## config.mk

```make
export PLATFORM = sky130hd
export DESIGN_NAME = fetch_stream_source
export DESIGN_NICKNAME = d
export VERILOG_FILES = /design/src/rtl/fetch_stream_source.sv
export SDC_FILE = /design/constraint.sdc
export NUM_CORES = 1
export LEC_CHECK = 0
export ABC_AREA = 1
export CORE_ASPECT_RATIO = 0.75
export CORE_MARGIN = 2
export CORE_UTILIZATION = 50
export DETAILED_ROUTE_END_ITERATION = 7
export GPL_TIMING_DRIVEN = 0
export PLACE_DENSITY = 0.81
export SYNTH_ARGS = -nofsm -noshare
export SYNTH_HDL_FRONTEND = slang
export SYNTH_SLANG_ARGS = --single-unit
```

## constraint.sdc

```tcl
create_clock -name clk -period 4.3 [get_ports clk]
set_input_delay 1.075 -clock clk [delete_from_list [all_inputs] [get_ports clk]]
set_output_delay 1.075 -clock clk [all_outputs]
set_load 0.02 [all_outputs]
```

## src/rtl/fetch_stream_source.sv

```systemverilog
// rtl/fetch_stream_source.sv - credit-gated fetch response buffer with a valid/ready output
// Optional zero-latency response bypass when FETCH_STREAM_BYPASS_EN is defined.
module fetch_stream_source #(
  parameter type T     = logic [31:0],
  parameter int  DEPTH = 4
) (
  input  logic clk,
  input  logic reset,
  input  logic flush,
  output logic req_valid,
  input  logic req_ready,
  input  logic resp_valid,
  input  T     resp_data,
  output logic valid_out,
  input  logic ready_out,
  output T     data_out
);
  localparam int CW = $clog2(DEPTH + 1);
  localparam int PW = (DEPTH > 1) ? $clog2(DEPTH) : 1;
  localparam logic [PW-1:0] LAST_PTR = PW'(DEPTH - 1);
  localparam logic [CW:0]   DEPTH_W  = (CW + 1)'(DEPTH);

  T              r_mem [DEPTH];
  logic [PW-1:0] r_rd_ptr;
  logic [PW-1:0] r_wr_ptr;
  logic [CW-1:0] r_count;
  logic [CW-1:0] r_outstanding;
  logic [CW-1:0] r_drop_cnt;

  logic          w_fire;
  logic          w_resp_ok;
  logic          w_drop;
  logic          w_push;
  logic          w_pop;
  logic          w_bypass;
  logic          w_bypass_pop;
  logic          w_write;
  logic [CW:0]   w_credit_used;
  T              w_head;

  function automatic logic [PW-1:0] ptr_inc(input logic [PW-1:0] p);
    return (p == LAST_PTR) ? '0 : p + 1'b1;
  endfunction

  // In-flight requests hold a credit until their response returns, dropped or not.
  assign w_credit_used = {1'b0, r_count} + {1'b0, r_outstanding};
  assign req_valid     = !reset && !flush && (w_credit_used < DEPTH_W);
  assign w_fire        = req_valid && req_ready;

  // A response with nothing outstanding is a protocol violation and is ignored.
  assign w_resp_ok = resp_valid && (r_outstanding != '0);
  assign w_drop    = w_resp_ok && (r_drop_cnt != '0);
  assign w_push    = w_resp_ok && (r_drop_cnt == '0) && !flush;
  assign w_pop     = ready_out && (r_count != '0) && !flush;
  assign w_head    = r_mem[r_rd_ptr];

`ifdef FETCH_STREAM_BYPASS_EN
  assign w_bypass  = w_push && (r_count == '0);
  assign valid_out = !reset && ((r_count != '0) || w_bypass);
  assign data_out  = reset ? '0 : ((r_count != '0) ? w_head : resp_data);
`else
  assign w_bypass  = 1'b0;
  assign valid_out = !reset && (r_count != '0);
  assign data_out  = reset ? '0 : w_head;
`endif

  // A bypassed response consumed in the same cycle never occupies an entry.
  assign w_bypass_pop = w_bypass && ready_out;
  assign w_write      = w_push && !w_bypass_pop;

  always_ff @(posedge clk) begin
    if (reset) begin
      r_rd_ptr      <= '0;
      r_wr_ptr      <= '0;
      r_count       <= '0;
      r_outstanding <= '0;
      r_drop_cnt    <= '0;
    end else begin
      r_outstanding <= r_outstanding + CW'(w_fire) - CW'(w_resp_ok);
      if (flush) begin
        r_rd_ptr   <= '0;
        r_wr_ptr   <= '0;
        r_count    <= '0;
        r_drop_cnt <= r_outstanding - CW'(w_resp_ok);
      end else begin
        if (w_drop) r_drop_cnt <= r_drop_cnt - 1'b1;
        if (w_write) r_wr_ptr <= ptr_inc(r_wr_ptr);
        if (w_pop) r_rd_ptr <= ptr_inc(r_rd_ptr);
        r_count <= r_count + CW'(w_write) - CW'(w_pop);
      end
    end
  end

  always_ff @(posedge clk) begin
    if (w_write) r_mem[r_wr_ptr] <= resp_data;
  end

endmodule

```

==> impl_metrics.tcl <==
set metrics [dict create \
    antenna_found_initial 0 \
    cts_buffers 17 \
    yosysMostFrequentCell "nor2_1" \
    hold_slack_ns 0.534 \
    ys_seq_area_share_pct 69.7 \
    hpwl_microns 8130 \
    ant_nets 0 \
    yosys.area.top_type_share_pct 64.7 \
    grt_pass1_vias 4119 \
    start_util_pct 51.4 \
    core_sq_um 11600 \
    yosysWarningCount 0 \
    worstMarginPinSlew_ns 0.647 \
    cts_buffer_depth 2 \
    crit_family "buffers and inverters" \
    grt_max_degree 27 \
    die_x_microns 130 \
    period_needed_ns 3.91 \
    status "finished clean" \
    ioPinCount 72 \
    drive_gt1_share_pct 8.84 \
    drc_errors 0 \
    leakage_uw 0.00270 \
    wire_per_inst_microns 16.7 \
    rows 34 \
    synth.distinct_cells 23 \
    path_class "in2out" \
    clk_latency_ns 0.41 \
    path_cells "clkdlybuf4s50_1 -> nor2_4 -> inv_1 -> nor3_1 -> clkdlybuf4s50_1" \
    cts.clk_slew.worst_paths_ns 0.06 \
    maxCapViolCount 0 \
    area_delta_synth_final_pct 27.3 \
    clock_sinks 143 \
    ctsHoldBuffers 0 \
    path_max_fanout 6 \
    h-tree-depth 4 \
    async_flop_share_pct 0 \
    dieArea_sq_um 12800 \
    final_max_slew_viol_count 0 \
    cp_slowest_stage_delay_ns 0.65 \
    overflow 0 \
    grt_use_total_pct 21.6 \
    worstPathRequired_ns 3.22 \
    clock-root-buffer "clkbuf_16" \
    grt_first_pass_wirelength_microns 20500 \
    synth_edf_count 128 \
    wl_microns 13100 \
    fmax_mhz 255 \
    setup_ws_ns 0.385 \
    finalCritPeriodShare_pct 91.0 \
    drt_iter0_markers 380 \
    nets 664 \
    cts_setup_buffers 0 \
    rsz0062_at_grt "no" \
    ys_ff_latch 143 \
    power_density_nw_per_um2 460 \
    die-height_microns 98.4 \
    relSlewSlack_pct 56.7 \
    ys.flop_type "edfxtp_1" \
    tritoncts "yes" \
    via_count 4093 \
    crit_slowest_cell "clkdlybuf4s50_1" \
    firstDrtPassIters 5 \
    finalSetupViolations 0 \
    syn_nets 571 \
    dp_slack_ns 0.360 \
    start_kind "input pin" \
    cts_resized 0 \
    yosys.area.top_type "edfxtp_1" \
    vdd_drop_max_mv 0.346 \
    synth.cell_area_sq_um 5940 \
    routabilityCongestion 0.741 \
    cp_num_buf_inv 3 \
    viasPerCell 5.22 \
    crit_path_end_kind "primary output" \
    crit_arrival_ns 2.84 \
    min_path_type "reg2reg" \
    synth_area_leaders "edfxtp_1, nor2_1, dfxtp_1" \
    netlist_top_cells_count "nor2_1, edfxtp_1, a21oi_1, o21ai_1, inv_1" \
    antenna_cells 0 \
    syn_inst 516 \
    cpMostUsedCell "clkdlybuf4s50_1" \
    port_buffers 70 \
    finalHoldViolations 0 \
    synth.avg_cell_area_sq_um 11.5 \
    fin_worst_skew_ns 0.00762 \
]
## registers in the layout, summed over array words and instances, names as in the netlist, named ones only
register,cells
r_rd_ptr,2
r_outstanding,3
r_drop_cnt,3
r_mem,128
r_count,3
r_wr_ptr,2
## path summary, 6_finish.rpt
kind                               startpoint           to  slack (ns)  cells after the start
worst max-delay path                    flush    req_valid        0.39                      5
worst min-delay path              r_wr_ptr[0]  r_wr_ptr[0]        0.53                      2
worst max register to register  r_drop_cnt[0]   r_count[2]        1.84                     15
worst min register to register    r_wr_ptr[0]  r_wr_ptr[0]        0.53                      2
## where the power goes
| group | switching, uW | total [uW] | internal, uW | leakage [uW] |
|---|---|---|---|---|
| registers | 26.6 | 1600 | 1570 | 0.00128 |
| clock network | 559 | 1470 | 910 | 0.000272 |
| logic | 237 | 411 | 174 | 0.00116 |
## worst min-delay path, stage by stage (launching register included)
cell and delay [ns]:
dfxtp_1 0.34, nor2_1 0.11, nor2_1 0.05
## area by class of cell
cell class | count | area, sq um
multi-input combinational | 312 | 1540
sequential | 143 | 4140
buffer | 24 | 153
clock inverter | 14 | 165
tap | 162 | 203
timing repair buffer | 74 | 796
inverter | 37 | 139
fill | 850 | 4010
clock buffer | 18 | 429
## per-layer routing
layer / wire [microns] / up-vias / GRT usage [%]
li1: - / 1958 / -
met5: 0 / - / 0
met3: 784 / 15 / 5.10
met1: 5570 / 1983 / 29.2
met4: 126 / 0 / 7.44
met2: 6580 / 137 / 34.9
## kinds of logic (layout without fill, tap and decap cells)
kind of cell,Yosys count,count (layout),synth area share [%]
fa+ha+maj,17,17,3.83
flops,143,143,69.7
xor+xnor,2,2,0.295
compound gates,107,107,9.03
simple gates,186,186,12.2
buf+inv,61,167,4.91
## layout by cell type (no fill, tap or decap), drive strengths merged
master	count
nor2	149
bufinv	3
inv	39
nor3	2
clkinvlp	5
o21ai	68
ha	15
or2	2
xnor2	2
clkdlybuf4s50	70
nand2	26
clkbuf	28
edfxtp	128
dfxtp	15
a31oi	1
clkinv	4
buf	18
fa	2
nand3	7
a21oi	38
## through the flow
stage / TNS, ns / instance area (sq um) / util [%] / instances / total power (uW)
after floorplan: 0 / 5940 / - / 516 / 1860
after global placement: -93.89 / 6850 / 59.2 / 748 / 2010
after detailed placement: 0 / 6970 / 60.2 / 752 / 2030
after CTS: 0 / 7560 / 65.4 / 784 / 3490
after global routing: 0 / 7560 / 65.4 / 784 / 3610
final: 0 / 7560 / 65.4 / 784 / 3480
Note: power is estimated with default switching activity, not from simulation.
==> patch (same flow settings) <==
`DEPTH`: 4 -> 2.
--- a/src/rtl/fetch_stream_source.sv
+++ b/src/rtl/fetch_stream_source.sv
@@ -2,7 +2,7 @@
 // Optional zero-latency response bypass when FETCH_STREAM_BYPASS_EN is defined.
 module fetch_stream_source #(
   parameter type T     = logic [31:0],
-  parameter int  DEPTH = 4
+  parameter int  DEPTH = 2
 ) (
   input  logic clk,
   input  logic reset,
Function: changed (Yosys sat finds a counterexample within 4 cycles, from zero or initial values and one cycle with reset high).
==> patch against the unedited design <==
Sequential power is 47% lower; power is 51% lower; synthesized cell count is 52% lower; combinational power is 34% lower; sequential cell count is 70 lower; final area is 48% lower; worst hold slack worse by 48 ps; largest power group unchanged; setup slack worse by 11 ps; largest cell class unchanged; wire length is 57% lower; first-iteration DRC count is 84% lower; die area is 49% lower; area after synthesis is 51% lower.
==> patch: results <==
export IMPL_htree_levels=3
export IMPL_wl_per_cell_um=13.7
export IMPL_cts_root_buf="clkbuf_8"
export IMPL_grtUsageTotal_pct=18.3
export IMPL_synth_nets=291
export IMPL_drive_above_1_share_pct=9.61
export IMPL_status="finished clean"
export IMPL_grt_pass1_vias=1904
export IMPL_place_ws_ps=352
export IMPL_ys_types=19
export IMPL_synth_area_leaders="edfxtp_1 66%, nor2_1 9.3%, dfxtp_1 6.2%, o21ai_1 5.7%, ha_1 2.6%"
export IMPL_fillerInstances=422
export IMPL_arrival_ps=2850
export IMPL_syn_inst=246
export IMPL_port_buffer_count=71
export IMPL_dp_cells=395
export IMPL_firstDrtPassIters=4
export IMPL_fin_nets=373
export IMPL_fmax_mhz=255
export IMPL_dr_first_iter_drc_count=62
export IMPL_clk_latency_ps=350
export IMPL_fin_cells=411
export IMPL_synth_edf_count=64
export IMPL_synth_warnings=0
export IMPL_antenna_cells=0
export IMPL_path_max_fanout=10
export IMPL_cts_made_buffers=9
export IMPL_netlist_top_cells_count="72 x nor2_1, 64 x edfxtp_1, 33 x o21ai_1"
export IMPL_rrSetupSlack_ps=2080
export IMPL_hold_ws_ps=486
export IMPL_grt_start_max_net_pins=33
export IMPL_grt_antenna_before_repair=0
export IMPL_leakage_nw=1.48
export IMPL_grt_pass1_wl_mm=8.80
export IMPL_routabilityCongestion=0.794
export IMPL_tightest_slew_ps=1290
export IMPL_post_dp_hpwl_mm=3.68
export IMPL_yosysSeqAreaShare_pct=72.0
export IMPL_worst_clock_skew_ps=9.14
export IMPL_vdd_drop_max_uv=231
export IMPL_synth_top_flop_cell="edfxtp_1"
export IMPL_vias_per_cell=4.83
export IMPL_largest_reg_flops=64
export IMPL_p_switching_mw=0.429
## patch: metrics by stage
stage,total power [mW],area [um^2]
2_1_floorplan,1.02,2920
5_1_grt,1.78,3950
4_1_cts,1.72,3950
3_5_place_dp,1.14,3730
6_report,1.71,3950
3_3_place_gp,1.13,3730
## patch: power by group through the flow
stage          Sequential, mW  Clock, mW  Combinational (mW)
6_report                0.849      0.584               0.273
5_1_grt                 0.854      0.627               0.302
4_1_cts                 0.849      0.592               0.276
3_5_place_dp            0.865          0               0.274
3_3_place_gp            0.864          0               0.266
2_1_floorplan           0.859          0               0.156
## patch: area by class of cell
class                           instances  area (um^2)  area share [%]
Multi-Input combinational cell        147          716            18.1
Sequential cell                        73         2100            53.2
Timing Repair Buffer                   71          711            18.0
Tap cell                               78         97.6            2.47
Clock buffer                           10          128            3.23
Clock inverter                          6         90.1            2.28
Buffer                                  9         45.0            1.14
Inverter                               17         63.8            1.61
## patch: path summary, 6_finish.rpt
path	from	end	depth (start not counted)
hold reg to reg	r_drop_cnt[0]$_SDFFE_PP0P_	r_drop_cnt[0]$_SDFFE_PP0P_	2
hold / removal	r_drop_cnt[0]$_SDFFE_PP0P_	r_drop_cnt[0]$_SDFFE_PP0P_	2
setup / recovery	reset	data_out[26]	6
setup reg to reg	r_drop_cnt[0]$_SDFFE_PP0P_	r_mem[1][24]$_DFFE_PP_	6
## patch: kinds of logic after synthesis
logic type,count (synthesis),synth area share (%)
flip-flops,73,72.0
adder cells (fa/ha/maj),7,3.26
AO/OA/AOI/OAI,44,7.63
AND/OR/NAND/NOR,94,12.8
buffers and inverters,26,3.73
XOR/XNOR,2,0.600
## patch: critical path: stages
cell,delay [ps]
clkdlybuf4s50_1,530
inv_2,160
buf_2,230
o21ai_1,100
nor2_1,130
clkdlybuf4s50_1,620
## patch: layer usage
metal | GRT usage, % | share of wire, %
met5 | 0 | 0
met4 | 6.63 | 1.3
met3 | 6.58 | 6.4
met2 | 28.4 | 46
met1 | 24.1 | 47
